--- config.mk ---
export PLATFORM = sky130hd
export DESIGN_NAME = serial_word_assembler
export DESIGN_NICKNAME = d
export VERILOG_FILES = /design/src/rtl/serial_word_assembler.sv
export SDC_FILE = /design/constraint.sdc
export NUM_CORES = 1
export LEC_CHECK = 0
export ABC_AREA = 1
export CORE_MARGIN = 2
export CORE_UTILIZATION = 40
export CTS_BUF_LIST = sky130_fd_sc_hd__clkbuf_4 sky130_fd_sc_hd__clkbuf_8 sky130_fd_sc_hd__clkbuf_16
export DETAILED_ROUTE_END_ITERATION = 16
export HOLD_SLACK_MARGIN = 0.02
export PLACE_DENSITY = 0.71
export SYNTH_ARGS = -nofsm -noshare
export SYNTH_HDL_FRONTEND = slang
export SYNTH_SLANG_ARGS = --single-unit
export TNS_END_PERCENT = 100
--- constraint.sdc ---
create_clock -name clk -period 2 [get_ports clk]
set_input_delay 0.2 -clock clk [delete_from_list [all_inputs] [get_ports clk]]
set_output_delay 0.2 -clock clk [all_outputs]
set_load 0.02 [all_outputs]
--- src/rtl/serial_word_assembler.sv ---
// Assembles an MSB-first serial bit stream into a right-justified word of
// 1..MAX_LEN bits and offers it downstream with a valid/ready handshake.
module serial_word_assembler #(
    parameter int MAX_LEN = 32
) (
    input  logic               clk,
    input  logic               rst_n,
    input  logic               bit_in,
    input  logic               bit_valid,
    input  logic               frame_start,
    input  logic               frame_end,
    output logic               bit_ready,
    output logic [MAX_LEN-1:0] data,
    output logic [5:0]         word_len,
    output logic               data_valid,
    input  logic               data_ready,
    output logic               err_sync,
    output logic               err_overflow
);

    typedef enum logic [1:0] {
        IDLE    = 2'd0,
        COLLECT = 2'd1,
        HOLD    = 2'd2,
        DRAIN   = 2'd3
    } state_t;

    localparam logic [5:0] CNT_MAX = 6'(MAX_LEN);

    state_t               state_q, state_d;
    logic [MAX_LEN-1:0]   sr_q, sr_d;
    logic [5:0]           cnt_q, cnt_d;
    logic                 err_sync_q, err_sync_d;
    logic                 err_ovf_q, err_ovf_d;
    logic                 bit_ready_q, bit_ready_d;
    logic                 data_valid_q, data_valid_d;
    logic [MAX_LEN-1:0]   data_q, data_d;
    logic [5:0]           word_len_q, word_len_d;
    logic                 xfer;

    assign xfer = bit_valid && (state_q != HOLD);

    always_comb begin
        state_d    = state_q;
        sr_d       = sr_q;
        cnt_d      = cnt_q;
        err_sync_d = 1'b0;
        err_ovf_d  = 1'b0;

        case (state_q)
            IDLE: begin
                if (xfer) begin
                    if (frame_start) begin
                        sr_d    = {{(MAX_LEN-1){1'b0}}, bit_in};
                        cnt_d   = 6'd1;
                        state_d = frame_end ? HOLD : COLLECT;
                    end else begin
                        err_sync_d = 1'b1;
                    end
                end
            end
            COLLECT: begin
                if (xfer) begin
                    if (frame_start) begin
                        err_sync_d = 1'b1;
                        sr_d       = {{(MAX_LEN-1){1'b0}}, bit_in};
                        cnt_d      = 6'd1;
                        state_d    = frame_end ? HOLD : COLLECT;
                    end else if (cnt_q < CNT_MAX) begin
                        sr_d  = {sr_q[MAX_LEN-2:0], bit_in};
                        cnt_d = cnt_q + 6'd1;
                        if (frame_end) state_d = HOLD;
                    end else begin
                        err_ovf_d = 1'b1;
                        sr_d      = '0;
                        cnt_d     = '0;
                        state_d   = frame_end ? IDLE : DRAIN;
                    end
                end
            end
            DRAIN: begin
                // A new frame_start rescues the stream without a sync error.
                if (xfer) begin
                    if (frame_start) begin
                        sr_d    = {{(MAX_LEN-1){1'b0}}, bit_in};
                        cnt_d   = 6'd1;
                        state_d = frame_end ? HOLD : COLLECT;
                    end else if (frame_end) begin
                        state_d = IDLE;
                    end
                end
            end
            HOLD: begin
                if (data_ready) begin
                    state_d = IDLE;
                    sr_d    = '0;
                    cnt_d   = '0;
                end
            end
            default: state_d = IDLE;
        endcase

        // Outputs are registered from the next state so they line up with it.
        bit_ready_d  = (state_d != HOLD);
        data_valid_d = (state_d == HOLD);
        data_d       = (state_d == HOLD) ? sr_d  : '0;
        word_len_d   = (state_d == HOLD) ? cnt_d : '0;
    end

    always_ff @(posedge clk or negedge rst_n) begin
        if (!rst_n) begin
            state_q      <= IDLE;
            sr_q         <= '0;
            cnt_q        <= '0;
            err_sync_q   <= 1'b0;
            err_ovf_q    <= 1'b0;
            bit_ready_q  <= 1'b1;
            data_valid_q <= 1'b0;
            data_q       <= '0;
            word_len_q   <= '0;
        end else begin
            state_q      <= state_d;
            sr_q         <= sr_d;
            cnt_q        <= cnt_d;
            err_sync_q   <= err_sync_d;
            err_ovf_q    <= err_ovf_d;
            bit_ready_q  <= bit_ready_d;
            data_valid_q <= data_valid_d;
            data_q       <= data_d;
            word_len_q   <= word_len_d;
        end
    end

    assign bit_ready    = bit_ready_q;
    assign data_valid   = data_valid_q;
    assign data         = data_q;
    assign word_len     = word_len_q;
    assign err_sync     = err_sync_q;
    assign err_overflow = err_ovf_q;

endmodule

== Word-level counts from Yosys, hierarchy flattened ==
Index checks and enable logic that the tools add are counted.

* Register bits: 82
* Output and inout port bits: 42

* $lt $le $gt $ge: 1
* Equal/unequal tests: 6
* Multiplexer cells: 38
* Add/subtract/negate cells: 1
* Reduce and logical (&&, ||, !) cells: 3

{| class="wikitable"
|+ Operator list
! cell !! count
|-
| two-way mux 32 bit || 7
|-
| case mux 32 bit (3 select lines) || 1
|-
| two-way mux 6 bit || 7
|-
| two-way mux 2 bit || 12
|-
| case mux 6 bit (3 select lines) || 1
|-
| two-way mux 1 bit || 8
|-
| case mux 2 bit (4 select lines) || 1
|-
| adder 6 x 1 -> 6 bit, second input constant || 1
|-
| == test 2 bit, second input constant || 3
|-
| less-than comparator 6 bit, second input constant || 1
|-
| inequality test 2 bit, second input constant || 2
|-
| == test 2 x 1 -> 1 bit, second input constant || 1
|-
| zero test 2 bit || 1
|-
| case mux 1 bit (2 select lines) || 1
|-
| OR reduction 2 bit || 1
|-
| logical AND 1 bit || 1
|}

== Depth between registers and ports, before layout ==
* Word-level depth: 7
* Gate-level depth with buffers: 12
* Mapped depth without buffers: 11

== Worst setup path before layout ==
Ideal clock, no wire load.

* Path type: reg-to-reg
* From: register state_q[0]
* To: register data_q[10], in the netlist data[10]
* Stages on the path, launching flop included: 11
* Setup slack: 319 ps
* Arrival time: 1609 ps
* Path through: dfrtp_1 -> inv_1 -> ha_1 -> inv_1 -> nand2_2 -> a21oi_1 -> nor2_1 -> a21oi_2 -> nand3_4 -> buf_6 -> nor2_1

* Word-level cells in the longest chain between the ends: 7

{| class="wikitable"
|+ Ends and longest elaborated chain
! item !! RTL line !! RTL
|-
| start, declared || 30 || <nowiki>state_t state_q, state_d;</nowiki>
|-
| start signal, assigned || 122 || <nowiki>state_q <= state_d;</nowiki>
|-
| two-way mux 2 bit || 72 || <nowiki>if (frame_end) state_d = HOLD;</nowiki>
|-
| two-way mux 2 bit || 69 || <nowiki>end else if (cnt_q < CNT_MAX) begin</nowiki>
|-
| two-way mux 2 bit || 64 || <nowiki>if (frame_start) begin</nowiki>
|-
| two-way mux 2 bit || 63 || <nowiki>if (xfer) begin</nowiki>
|-
| case mux 2 bit (4 select lines) || 50 || <nowiki>case (state_q)</nowiki>
|-
| == test 2 bit || 106 || <nowiki>data_d = (state_d == HOLD) ? sr_d : '0;</nowiki>
|-
| two-way mux 32 bit * || 106 ||
|-
| net data_d[10] || 37 || <nowiki>logic [MAX_LEN-1:0] data_q, data_d;</nowiki>
|-
| end signal, assigned || 129 || <nowiki>data_q <= data_d;</nowiki>
|-
| end, declared || 37 ||
|}

The timed path passes the listed nets; every way through them passes the cells marked *.

== Worst setup path after layout ==
* From: register state_q[1]
* To: register data_q[11], in the netlist data[11]

The elaborated chain is that of the path after synthesis.

==> results.toml <==
[detailed_routing]
drcViolationCount = 0
first_iter_violations = 154
postRouteAntennaNets = 0
via_per_inst = 4.75
totalWireLength_mm = 7.32
via_count = 2788
dr.pass1.iters = 4
wl_per_cell_um = 12.5

[grt]
grtUsageTotal_pct = 15.8
grt_overflow_total = 0
grt_pass1_wl_mm = 12.5
grt_max_degree = 49
antenna_found_initial = 0
grt_pass1_vias = 2744

[run_status]
status = "complete, no violations"

[timing]
relSlewSlack_pct = 69.7
hold_ws_ps = 341
fin_crit_ps = 1820
finClkSkew_ps = 4.73
finalHoldViolCount = 0
tightestPinTransition_ps = 455
worst_slack_ps = 183
fin_crit_sh_pct = 90.8
finalMaxSlewViolations = 0
setup_tns_ps = 0
setup_violations = 0
max_freq_mhz = 550

[yosys]
synth-edff-count = 0
syn_area_um2 = 3710
ys.flop_type = "dfrtp_1"
yosys.cell_count.top_type = "inv_1"
synth.avg_cell_area_um2 = 8.95
ys_seq_area_share_pct = 55.3
synth_area_leader_cell = "dfrtp_1"
synthCells = 415
synth_common_cells = "inv_1, dfrtp_1, nor2_1"
synth.area.top_cells = "dfrtp_1, inv_1, nor2_1"
ys_ff_latch = 82
yosysWarnings = 0
synth_async_sr_flop_share_pct = 100
syn-num-nets = 427
ys_types = 28
synth_top_area_share_pct = 54.6

[power]
p_leak_nw = 2.35
p_per_area_nw_per_um2 = 1070
sw_frac_of_total_pct = 36.2
switchingPower_mw = 1.79
pwr-share-comb_pct = 35.6
p_seq_share_pct = 36.6
vdd_drop_max_mv = 0.677
pwr-share-clk_pct = 27.9
power.internal_mw = 3.15

[critical_path]
worst_setup_path_end_kind = "flip-flop"
critPathKind = "flip-flop to flip-flop"
critPathMaxFanout = 8
required_ps = 2220
worstPathArrival_ps = 2040
start_kind = "flip-flop"

[floorplanning]
initial_core_util_pct = 40.8
fp.dieH_um = 100
io-pin-count = 49
die_x_um = 100
core_area_um2 = 9110
die_area_um2 = 10100
rows = 35

[cts]
cts_made_buffers = 9
clockBufferDepth = 2
cts_root_buf = "clkbuf_8"
clock_latency_ps = 350
cts.sinks = 82
htreeDepth = 3
clkTransAtPathRegs_ps = 80
tritoncts = "yes"

[place]
numPortBuffers = 48
place_congestion = 0.874
dpl.hpwl_mm = 4.97
dp_slack_ps = 27.5
dpl.cell_count = 569
post_dp_cell_area_um2 = 4340

[cells_and_area]
drive_gt1_share_pct = 15.3
fin_area_um2 = 4610
fin_nets = 483
ff_latch_area_um2 = 2050
fin_cells = 587
area_growth_pct = 24.1
fillers = 832
multiInputGateArea_um2 = 1190
n_antenna_cell = 0

[job]
cap_violations = 0

[hold_path]
hold_path.class = "primary input to async pin"
[layer usage]
layer,track usage (%),part of all wire (%),up-vias
li1,-,-,1390
met1,21.0,47,1327
met2,25.5,48,63
met3,2.65,3.9,8
met4,7.27,1.1,0
met5,0,0,-
[area by class of cell]
cell class                 count  share of cell area (%)
clock buffer                  12                    3.58
clock inverter                 4                    1.57
inverter                      92                    7.49
multi-input combinational    223                    25.9
sequential                    82                    44.5
tap                          111                    3.01
timing repair buffer          63                    13.9
[kinds of logic (layout without fill, tap and decap cells)]
kind of cell    Yosys count  in the layout  share of synthesized area, %
simple gates            132            132                          16.9
buf+inv                 110            171                          13.1
compound gates           85             85                          12.7
flops                    82             82                          55.3
fa+ha+maj                 5              5                          1.68
xor+xnor                  1              1                         0.236
[placed cells by master (no fill, tap or decap), drive strengths merged, types with 5 or more instances in the layout]
master,n
nand2,30
buf,15
o22ai,31
nor2,89
clkbuf,12
inv,92
a21oi,5
dfrtp,81
clkdlybuf4s50,47
nand3,11
ha,5
o21ai,47
[per-stage QoR]
step                utilization [%]  total power, mW
finish                         50.6             4.94
global route                   50.6             5.24
detailed placement             47.6             3.56
global placement               47.6             3.54
CTS                            50.3             4.96
floorplan                         -             3.08
[worst paths after layout]
kind / startpoint / to / slack, ps / cells after the start
min in group clk: cnt_q[3] / cnt_q[3] / 630 / 2
max: state_q[1] / data[11] / 180 / 8
max reg2reg: state_q[1] / data[11] / 180 / 8
max in group asynchronous: rst_n / bit_ready / 1000 / 3
min: rst_n / data[3] / 340 / 2
min reg2reg: cnt_q[3] / cnt_q[3] / 630 / 2
[worst max-delay path, cell delays in order, from the launching register on]
cell,delay (ps)
dfrtp_1,370
inv_1,110
ha_1,340
nand2_1,120
nand2_2,170
buf_4,190
nor2_1,40
o21ai_0,260
nor2_1,100
[registers in the layout, summed over array words and instances (netlist names)]
signal	flops
data_valid	1
err_overflow	1
state_q	2
data	32
cnt_q	6
word_len	6
sr_q	32
err_sync	1
bit_ready	1
[what timing repair did]
item                                    4_1_cts  5_1_grt
resized for setup                             0        6
hold endpoints to repair                     34        0
setup buffers                                 0        1
hold buffers                                  1        0
endpoints found under the setup margin        0       42
[power by group through the flow]
stage	logic, mW	clock network (mW)	registers (mW)
2_1_floorplan	1.19	0	1.89
3_3_place_gp	1.70	0	1.84
3_5_place_dp	1.72	0	1.84
4_1_cts	1.73	1.42	1.81
5_1_grt	1.93	1.50	1.82
6_report	1.76	1.38	1.81
Power figures use the tool's default switching activity.
